<file path="config.mk">
export PLATFORM = sky130hd
export DESIGN_NAME = axi_write_responder_flat
export DESIGN_NICKNAME = d
export VERILOG_FILES = /design/src/rtl/axi_interface_pkg.sv /design/src/rtl/axi_write_interface.sv /design/src/rtl/axi_burst_address_gen.sv /design/src/rtl/axi_write_responder.sv /design/src/flat_wrapper.sv
export SDC_FILE = /design/constraint.sdc
export NUM_CORES = 1
export LEC_CHECK = 0
export CORE_ASPECT_RATIO = 0.9
export CORE_MARGIN = 4
export CORE_UTILIZATION = 55
export CTS_CLUSTER_DIAMETER = 60
export DETAILED_ROUTE_END_ITERATION = 10
export DONT_BUFFER_PORTS = 1
export PLACE_DENSITY = 0.7
export SLEW_MARGIN = 15
export SYNTH_ARGS = -nofsm -noshare
export SYNTH_HDL_FRONTEND = slang
export SYNTH_SLANG_ARGS = --single-unit
</file>
<file path="constraint.sdc">
create_clock -name ACLK -period 12.9 [get_ports ACLK]
set_input_delay 2.58 -clock ACLK [delete_from_list [all_inputs] [get_ports ACLK]]
set_output_delay 2.58 -clock ACLK [all_outputs]
set_load 0.005 [all_outputs]
</file>
<file path="src/rtl/axi_interface_pkg.sv">
// axi_interface_pkg: shared AXI widths, burst encodings and write responder state
package axi_interface_pkg;
    localparam int AXI_ADDR_SIZE = 32;
    localparam int AXI_DATA_SIZE = 4;
    localparam int AXI_MAX_SIZE = $clog2(AXI_DATA_SIZE);
    typedef enum logic [1:0] {FIXED = 2'b00, INCR = 2'b01, WRAP = 2'b10} axi_burst_t;
    typedef enum logic [2:0] {
        BYTE = 3'd0, HALFWORD = 3'd1, WORD = 3'd2, DWORD = 3'd3,
        BYTES_16 = 3'd4, BYTES_32 = 3'd5, BYTES_64 = 3'd6, BYTES_128 = 3'd7
    } axi_burst_size_t;
    typedef enum logic [1:0] {IDLE, DATA, RESP} axi_wr_state_t;
endpackage

</file>
<file path="src/rtl/axi_write_interface.sv">
// axi_write_interface: AXI4 write address, data and response channels without IDs
interface axi_write_interface;
    import axi_interface_pkg::*;
    logic [AXI_ADDR_SIZE-1:0]   AWADDR;
    logic [7:0]                 AWLEN;
    axi_burst_size_t            AWSIZE;
    axi_burst_t                 AWBURST;
    logic                       AWVALID;
    logic                       AWREADY;
    logic [AXI_DATA_SIZE*8-1:0] WDATA;
    logic [AXI_DATA_SIZE-1:0]   WSTRB;
    logic                       WLAST;
    logic                       WVALID;
    logic                       WREADY;
    logic                       BVALID;
    logic                       BREADY;
    modport master (
        output AWADDR, AWLEN, AWSIZE, AWBURST, AWVALID, WDATA, WSTRB, WLAST, WVALID, BREADY,
        input  AWREADY, WREADY, BVALID
    );
    modport slave (
        input  AWADDR, AWLEN, AWSIZE, AWBURST, AWVALID, WDATA, WSTRB, WLAST, WVALID, BREADY,
        output AWREADY, WREADY, BVALID
    );
endinterface

</file>
<file path="src/rtl/axi_burst_address_gen.sv">
// axi_burst_address_gen: next beat address for FIXED, INCR and WRAP bursts
module axi_burst_address_gen
    import axi_interface_pkg::*;
(
    input  logic [AXI_ADDR_SIZE-1:0] addr,
    input  logic [AXI_ADDR_SIZE-1:0] start,
    input  axi_burst_size_t          size,
    input  logic [7:0]               len,
    input  axi_burst_t               burst,
    output logic [AXI_ADDR_SIZE-1:0] next_addr
);
    logic [AXI_ADDR_SIZE-1:0] bytes, incr, container, lower;
    assign bytes = AXI_ADDR_SIZE'(1) << size;
    assign incr = (addr & ~(bytes - 1'b1)) + bytes;
    // wrap lengths are restricted to 2/4/8/16 beats, so the container is a power of two
    assign container = bytes * (AXI_ADDR_SIZE'(len) + 1'b1);
    assign lower = start & ~(container - 1'b1);
    assign next_addr = burst == FIXED ? addr
                     : burst == WRAP && incr == lower + container ? lower
                     : incr;
endmodule

</file>
<file path="src/rtl/axi_write_responder.sv">
// axi_write_responder: AXI4 write slave that splits bursts into single-beat local writes
module axi_write_responder
    import axi_interface_pkg::*;
(
    input  logic                       ACLK,
    input  logic                       ARESET,
    axi_write_interface.slave          axi,
    output logic                       write_o,
    output logic [AXI_ADDR_SIZE-1:0]   write_address_o,
    output logic [AXI_DATA_SIZE*8-1:0] write_data_o,
    output logic [AXI_DATA_SIZE-1:0]   write_strobe_o,
    input  logic                       write_ready_i,
    output logic                       protocol_error_o
);
    axi_wr_state_t            state;
    axi_burst_size_t          size;
    axi_burst_t               burst;
    logic [AXI_ADDR_SIZE-1:0] addr, start, next_addr;
    logic [7:0]               len, cnt;
    logic                     aw_hs, beat, size_err, len_err;
    assign aw_hs = axi.AWVALID && axi.AWREADY;
    assign beat = axi.WVALID && axi.WREADY;
    assign size_err = int'(axi.AWSIZE) > AXI_MAX_SIZE;
    assign len_err = axi.AWBURST == WRAP && !(axi.AWLEN inside {8'd1, 8'd3, 8'd7, 8'd15});
    assign axi.AWREADY = state == IDLE;
    assign axi.WREADY = state == DATA && write_ready_i;
    assign axi.BVALID = state == RESP;
    assign write_o = beat;
    assign write_address_o = addr;
    assign write_data_o = axi.WDATA;
    assign write_strobe_o = axi.WSTRB;
    // the beat counter, not WLAST, decides where the burst ends
    assign protocol_error_o = (aw_hs && (size_err || len_err))
                           || (beat && (axi.WLAST != (cnt == len)));
    axi_burst_address_gen u_addr_gen (
        .addr      (addr),
        .start     (start),
        .size      (size),
        .len       (len),
        .burst     (burst),
        .next_addr (next_addr)
    );
    always_ff @(posedge ACLK or posedge ARESET) begin
        if (ARESET) begin
            state <= IDLE;
            addr  <= '0;
            start <= '0;
            len   <= '0;
            cnt   <= '0;
            size  <= BYTE;
            burst <= FIXED;
        end else begin
            case (state)
                IDLE: if (axi.AWVALID) begin
                    addr  <= axi.AWADDR;
                    start <= axi.AWADDR;
                    len   <= axi.AWLEN;
                    cnt   <= '0;
                    size  <= size_err ? axi_burst_size_t'(AXI_MAX_SIZE) : axi.AWSIZE;
                    burst <= len_err ? INCR : axi.AWBURST;
                    state <= DATA;
                end
                DATA: if (beat) begin
                    addr <= next_addr;
                    cnt  <= cnt + 1'b1;
                    if (cnt == len) state <= RESP;
                end
                RESP: if (axi.BREADY) state <= IDLE;
                default: state <= IDLE;
            endcase
        end
    end
endmodule

</file>
<file path="src/flat_wrapper.sv">
// flat-port wrapper written by rule: the top's interface ports become plain ports
module axi_write_responder_flat import axi_interface_pkg::*;
  (ACLK, ARESET, write_o, write_address_o, write_data_o, write_strobe_o, write_ready_i, protocol_error_o, axi_AWADDR, axi_AWLEN, axi_AWSIZE, axi_AWBURST, axi_AWVALID, axi_WDATA, axi_WSTRB, axi_WLAST, axi_WVALID, axi_BREADY, axi_AWREADY, axi_WREADY, axi_BVALID);
  axi_write_interface axi_i ();
  input  logic ACLK;
  input  logic ARESET;
  output logic write_o;
  output logic [AXI_ADDR_SIZE-1:0] write_address_o;
  output logic [AXI_DATA_SIZE*8-1:0] write_data_o;
  output logic [AXI_DATA_SIZE-1:0] write_strobe_o;
  input  logic write_ready_i;
  output logic protocol_error_o;
  input wire logic [$bits(axi_i.AWADDR)-1:0] axi_AWADDR;
  input wire logic [$bits(axi_i.AWLEN)-1:0] axi_AWLEN;
  input wire logic [$bits(axi_i.AWSIZE)-1:0] axi_AWSIZE;
  input wire logic [$bits(axi_i.AWBURST)-1:0] axi_AWBURST;
  input wire logic [$bits(axi_i.AWVALID)-1:0] axi_AWVALID;
  input wire logic [$bits(axi_i.WDATA)-1:0] axi_WDATA;
  input wire logic [$bits(axi_i.WSTRB)-1:0] axi_WSTRB;
  input wire logic [$bits(axi_i.WLAST)-1:0] axi_WLAST;
  input wire logic [$bits(axi_i.WVALID)-1:0] axi_WVALID;
  input wire logic [$bits(axi_i.BREADY)-1:0] axi_BREADY;
  output wire logic [$bits(axi_i.AWREADY)-1:0] axi_AWREADY;
  output wire logic [$bits(axi_i.WREADY)-1:0] axi_WREADY;
  output wire logic [$bits(axi_i.BVALID)-1:0] axi_BVALID;
  assign axi_i.AWADDR = axi_AWADDR;
  assign axi_i.AWLEN = axi_AWLEN;
  assign axi_i.AWSIZE = axi_AWSIZE;
  assign axi_i.AWBURST = axi_AWBURST;
  assign axi_i.AWVALID = axi_AWVALID;
  assign axi_i.WDATA = axi_WDATA;
  assign axi_i.WSTRB = axi_WSTRB;
  assign axi_i.WLAST = axi_WLAST;
  assign axi_i.WVALID = axi_WVALID;
  assign axi_i.BREADY = axi_BREADY;
  assign axi_AWREADY = axi_i.AWREADY;
  assign axi_WREADY = axi_i.WREADY;
  assign axi_BVALID = axi_i.BVALID;
  axi_write_responder u_core (.ACLK(ACLK), .ARESET(ARESET), .axi(axi_i), .write_o(write_o), .write_address_o(write_address_o), .write_data_o(write_data_o), .write_strobe_o(write_strobe_o), .write_ready_i(write_ready_i), .protocol_error_o(protocol_error_o));
endmodule
</file>
==> results of run 1 <==
report_power, final:
group,leakage (nW),total (mW),internal [mW],switching (mW)
Clock,0.162,0.305,0.178,0.127
Sequential,1.08,0.622,0.387,0.235
Combinational,3.57,2.12,0.820,1.30
Total,4.81,3.05,1.38,1.66
kinds of logic (layout without fill, tap and decap cells):
group	count (synthesis)	count (layout)	share of synthesized area [%]
and+or+nand+nor	612	612	27.6
xor gates and xnor gates	110	110	9.07
DFF	87	87	20.2
adders and majority gates	96	96	14.2
AOI/OAI and AO/OA	290	290	19.2
muxes	26	26	2.56
buffers and inverters	156	83	7.13
worst max path at each step:
stage | startpoint | to | slack, ps | cells after the start
6_report | u_core.size[1]$_DFFE_PP0P_ | u_core.write_address_o[25]$_DFFE_PP0P_ | 1520 | 28
2_1_floorplan | u_core.size[0]$_DFFE_PP0P_ | u_core.write_address_o[25]$_DFFE_PP0P_ | 3540 | 31
5_1_grt | u_core.size[1]$_DFFE_PP0P_ | u_core.write_address_o[10]$_DFFE_PP0P_ | 1010 | 30
3_3_place_gp | u_core.size[1]$_DFFE_PP0P_ | u_core.write_address_o[26]$_DFFE_PP0P_ | 1950 | 29
4_1_cts | u_core.size[1]$_DFFE_PP0P_ | u_core.write_address_o[10]$_DFFE_PP0P_ | 1680 | 30
3_5_place_dp | u_core.size[1]$_DFFE_PP0P_ | u_core.write_address_o[25]$_DFFE_PP0P_ | 1740 | 29
cell type report:
type,count,area [um2],area share [%]
well taps,250,313,2.86
clock buffers,11,243,2.22
clock inverters,5,88.8,0.811
inverters,58,220,2.01
flip-flops and latches,87,2180,19.9
multi-input cells,1134,7850,71.6
repair buffers,9,67.6,0.617
through the flow:
step,power [mW],hold slack [ps],area [um2],util (%),std cells
4_1_cts,3.00,489,11000,57.0,1554
2_1_floorplan,2.22,438,10800,-,1377
3_3_place_gp,2.65,468,10600,55.3,1538
6_report,3.05,489,11000,57.0,1554
5_1_grt,3.32,508,11000,57.0,1554
3_5_place_dp,2.69,462,10600,55.3,1538
sequential cells by signal (all words and copies together), names as in the netlist:
register and cells:
u_core.cnt 8, u_core.state 2, u_core.write_address_o 32, u_core.burst 2
u_core.size 3, u_core.start 32, u_core.len 8
cells in the mapped netlist (5+ instances only):
| library cell | instances | share of area [%] |
|---|---|---|
| a211o_1 | 5 | 0.41 |
| a211oi_1 | 11 | 0.77 |
| a21boi_0 | 6 | 0.42 |
| a21o_1 | 8 | 0.56 |
| a21oi_1 | 48 | 2.2 |
| a31oi_1 | 12 | 0.70 |
| a41oi_1 | 6 | 0.49 |
| and2_1 | 11 | 0.64 |
| and3_1 | 31 | 1.8 |
| and4_1 | 10 | 0.81 |
| buf_2 | 8 | 0.37 |
| buf_4 | 36 | 2.5 |
| buf_6 | 5 | 0.52 |
| clkbuf_1 | 44 | 1.5 |
| dfrtp_1 | 87 | 20 |
| fa_1 | 44 | 8.2 |
| ha_1 | 52 | 6.0 |
| inv_1 | 54 | 1.9 |
| mux2_2 | 10 | 1.0 |
| mux2i_1 | 13 | 1.2 |
| nand2_1 | 213 | 7.4 |
| nand2b_1 | 8 | 0.46 |
| nand3_1 | 35 | 1.6 |
| nand4_1 | 17 | 0.99 |
| nor2_1 | 156 | 5.4 |
| nor2b_1 | 12 | 0.70 |
| nor3_1 | 36 | 1.7 |
| nor3b_1 | 7 | 0.49 |
| nor4_1 | 7 | 0.41 |
| o2111ai_1 | 7 | 0.57 |
| o211a_1 | 7 | 0.65 |
| o211ai_1 | 29 | 2.0 |
| o21a_1 | 7 | 0.49 |
| o21ai_0 | 55 | 2.6 |
| o21ai_1 | 10 | 0.46 |
| o221ai_1 | 7 | 0.57 |
| o22ai_1 | 5 | 0.29 |
| o31ai_1 | 12 | 0.84 |
| or2_2 | 12 | 0.70 |
| or3_1 | 21 | 1.2 |
| or4_1 | 8 | 0.56 |
| xnor2_1 | 75 | 6.1 |
| xor2_1 | 34 | 2.8 |
placed cells by master, fill, tap and decap left out, types with 36 or more instances in the layout:
master   Yosys  final
nand2_1    213    212
nor2_1     156    156
dfrtp_1     87     87
xnor2_1     75     75
o21ai_0     55     55
inv_1       54     53
ha_1        52     52
a21oi_1     48     48
fa_1        44     44
nor3_1      36     36
worst max-delay path, delay by kind of cell, from the launching register on:
kind | cells | cell delay (ps)
buffers and inverters | 2 | 500
xor gates and xnor gates | 2 | 400
DFF | 1 | 800
AOI/OAI and AO/OA | 5 | 1960
and+or+nand+nor | 12 | 4410
adders and majority gates | 6 | 2800
muxes | 1 | 380
layer usage:
metal	share of wire [%]	up-vias	wire length [um]
met5	0	-	0
met3	11	50	3600
met2	41	491	13700
li1	-	4677	-
met1	46	4844	15200
met4	2.1	0	692
==> results.cfg, run 1 <==
[global_route]
use_met2_pct = 43.6
gr-usage-met3_pct = 7.55
antenna_found_initial = 0
groute.layer.met1.usage_pct = 46.8
grt_remaining_overflow = 0
grt_busiest_layer = met1
grt_pass1_vias = 9615
grt_max_degree = 58
grt_pass1_wl_mm = 53.7
grt_usage_pct = 30.6

[setup_path]
cpPeakStageDelay_ps = 820
crit_path_max_fanout = 25
start_kind = register
r2r_start = u_core.size[1]$_DFFE_PP0P_
path_common_cell = fa_1
cp.required_ps = 13170
cp_data_arrival_time_ps = 11650
crit_slowest_cell = a2111oi_4
path_class = register to register
reg2reg_to = u_core.write_address_o[25]$_DFFE_PP0P_
critPathCaptureType = register
r2r_cells = 28
rrSetupSlack_ps = 1520

[flow_run]
maxCapViolCount = 0

[sta]
finalCritPeriodShare_pct = 88.2
hold_viol = 0
drv_slew = 0
rsz0062_at_grt = false
setup_viol = 0
period_needed_ps = 11380
clock.fmax_mhz = 87.9
worst_pin_slew_ps = 1040
tns_ps = 0
fin_skew_ps = 16.4
layout_setup_ws_ps = 1520
slew_headroom_pct = 30.3

[layout]
synthToLayoutAreaGrowth_pct = 1.54
final_nets = 1483
n_fill_cell = 1837
num_antenna_cells = 0
drive_gt1_share_pct = 6.13

[floorplan]
dieArea_um2 = 21900
start_util_pct = 56.1
ioPinCount = 161
coreArea_um2 = 19200
row_count = 48
die_h_um = 141
dieWidth_um = 156

[placed_design]
dp_hpwl_mm = 25.5
place_worst_setup_slack_ps = 1740
numPortBuffers = 0
finalWeightedCongestion = 1.01

[clock_network]
clkSinkCount = 87
numCtsBuffers = 9
cts-resized-gates = 0
cts_hold_buf = 0
clkTransAtPathRegs_ps = 80
htree_levels = 3
cts_tree = yes
cts_buffer_depth = 2
cts_root_buf = clkbuf_16
cts_setup_buffers = 0
clk_latency_ps = 360

[logic_synthesis]
dominantRegCellSynth = dfrtp_1
synth_edf_count = 0
synth-seq-area-share_pct = 20.2
netlist_instances = 1377
synth_area_um2 = 10800
synth_warnings = 0
synth_area_per_cell_um2 = 7.83
mappedNetlistNets = 1561
yosys_register_bits = 87
async_flop_share_pct = 100
yosysUniqueCellTypes = 91

[power]
power.density_nw_per_um2 = 278
leakagePower_nw = 4.81
max-vdd-ir-drop_mv = 0.144

[drt]
wirelength_mm = 33.2
drtAntennaViolNets = 0
dr.first_iter.drc_count = 961
routedWlPerCell_um = 21.3
drtPass1Iterations = 6
drc_errors = 0
num_vias = 10100
drt-vias-per-instance = 6.47

[hold_path]
holdPathStages = 2
hp-start = u_core.start[18]$_DFFE_PP0P_
holdPathEnd = u_core.start[18]$_DFFE_PP0P_
hp-class = register to register

[status]
status = completed
Power figures use the tool's default switching activity.
==> run 2: changes to the inputs <==
Settings changed: CORE_UTILIZATION 55 to 63, PLACE_DENSITY 0.7 to 0.79.
==> run 2 against run 1 <==
Wire length down 3.0%; clock-buffer cell count down 2; non-clock buffer count decreased by 2; critical endpoint is now u_core.write_address_o[26]$_DFFE_PP0P_; worst setup slack improved by 75 ps; combinational power is essentially flat; sequential power about the same; via count grew 1.2%; register-to-register slack improved by 70 ps; global-route usage up 2.7 points; sequential share of layout area up 0.20 points; critical path depth unchanged; utilization increased by 7.4 points.
==> results.cfg, run 2 (same netlist as run 1, synthesis figures left out) <==
[placed_design]
place_area_um2 = 10600
place_worst_setup_slack_ps = 1810
finalWeightedCongestion = 0.999
dp_hpwl_mm = 24.7
placed_cells = 1497
numPortBuffers = 0

[clock_network]
cts_root_buf = clkbuf_16
numCtsBuffers = 9
cts_hold_buf = 0
clk_latency_ps = 370
cts_tree = yes
clkTransAtPathRegs_ps = 70
cts_setup_buffers = 0
cts-resized-gates = 0
clkSinkCount = 87
htree_levels = 3
cts_buffer_depth = 2

[setup_path]
crit_slowest_cell = a2111oi_4
cpPeakStageDelay_ps = 850
crit_path_max_fanout = 25
cp_data_arrival_time_ps = 11570
cp_top_family = simple AND/OR/NAND/NOR gates
start_kind = register
path_class = register to register
critPathCaptureType = register
cp.required_ps = 13170
cp_num_buf_inv = 2
path_common_cell = fa_1

[drt]
wirelength_mm = 32.2
routedWlPerCell_um = 21.3
dr.first_iter.drc_count = 1057
drc_errors = 0
drtAntennaViolNets = 0
drt-vias-per-instance = 6.73
num_vias = 10200
drtPass1Iterations = 6

[sta]
worst_pin_slew_ps = 1140
finalCritPeriodShare_pct = 87.7
tns_ps = 0
setup_viol = 0
period_needed_ps = 11310
rsz0062_at_grt = false
drv_slew = 0
hold_viol = 0
hold_ws_ps = 489
fin_skew_ps = 17.8
layout_setup_ws_ps = 1590
slew_headroom_pct = 23.4
clock.fmax_mhz = 88.4

[global_route]
grt_max_degree = 57
antenna_found_initial = 0
grt_pass1_wl_mm = 51.8
grt_usage_pct = 33.3
grt_pass1_vias = 9505
grt_remaining_overflow = 0

[floorplan]
start_util_pct = 64.1
dieWidth_um = 146
die_h_um = 132
row_count = 45
ioPinCount = 161
coreArea_um2 = 16800
dieArea_um2 = 19300

[layout]
instances_no_fill = 1513
regArea_um2 = 2180
fin_util_pct = 64.4
final_cell_mix = 212 x nand2_1, 156 x nor2_1, 87 x dfrtp_1
multi_input_area_um2 = 7850
drive_gt1_share_pct = 6.07
n_fill_cell = 1509
num_antenna_cells = 0
synthToLayoutAreaGrowth_pct = 0.522
final_common_cell = nand2_1
design_area_um2 = 10800
final_nets = 1481

[flow_run]
maxCapViolCount = 0

[power]
max-vdd-ir-drop_mv = 0.155
power_mw = 3.01
leakagePower_nw = 4.78
power.density_nw_per_um2 = 278

[status]
status = completed

[hold_path]
hp-class = register to register
[run 2: changes by cell type in the layout (fill, tap and decap cells not counted)]
cell        previous run  this run
inv_6                  1         2
buf_4                  9         7
clkbuf_1               1         0
bufinv_16              2         0
inv_8                  1         2
clkbuf_8               1         0
inv_4                  1         0
clkinvlp_4             0         1
clkinv_2               0         2
[run 2: final cells by class]
class                   instances  area share (%)
clock buffers                   9            2.08
clock inverters                 7           0.565
inverters                      58            2.02
multi-input cells            1134            72.3
flip-flops and latches         87            20.1
well taps                     211            2.43
repair buffers                  7           0.485
[run 2: per-layer routing]
metal	global-route usage (%)	up-vias	wire length [um]
met1	48.2	4864	14000
met4	10.2	0	824
met3	10.6	65	3910
met5	0	-	0
met2	47.6	576	13400
li1	-	4679	-
[run 2: path summary, 6_finish.rpt]
kind                                                          endpoint  slack (ps)                         start  depth (start not counted)
worst max-delay path            u_core.write_address_o[26]$_DFFE_PP0P_        1590    u_core.size[1]$_DFFE_PP0P_                         28
worst min register to register            u_core.start[18]$_DFFE_PP0P_         490  u_core.start[18]$_DFFE_PP0P_                          2
worst max register to register  u_core.write_address_o[26]$_DFFE_PP0P_        1590    u_core.size[1]$_DFFE_PP0P_                         28
worst min-delay path                      u_core.start[18]$_DFFE_PP0P_         490  u_core.start[18]$_DFFE_PP0P_                          2
min in group asynchronous                 u_core.start[29]$_DFFE_PP0P_        2130                        ARESET                          1
max in group asynchronous        u_core.write_address_o[7]$_DFFE_PP0P_        9640                        ARESET                          2
[run 2: power breakdown]
part	switching [mW]	internal, mW	leakage (nW)
Clock	0.133	0.135	0.140
Combinational	1.31	0.818	3.56
Sequential	0.235	0.387	1.08
Total	1.67	1.34	4.78
[run 2: worst min-delay path, stage by stage (launching register included)]
cell	delay (ps)
dfrtp_1	350
nand2_1	50
nand2_1	60
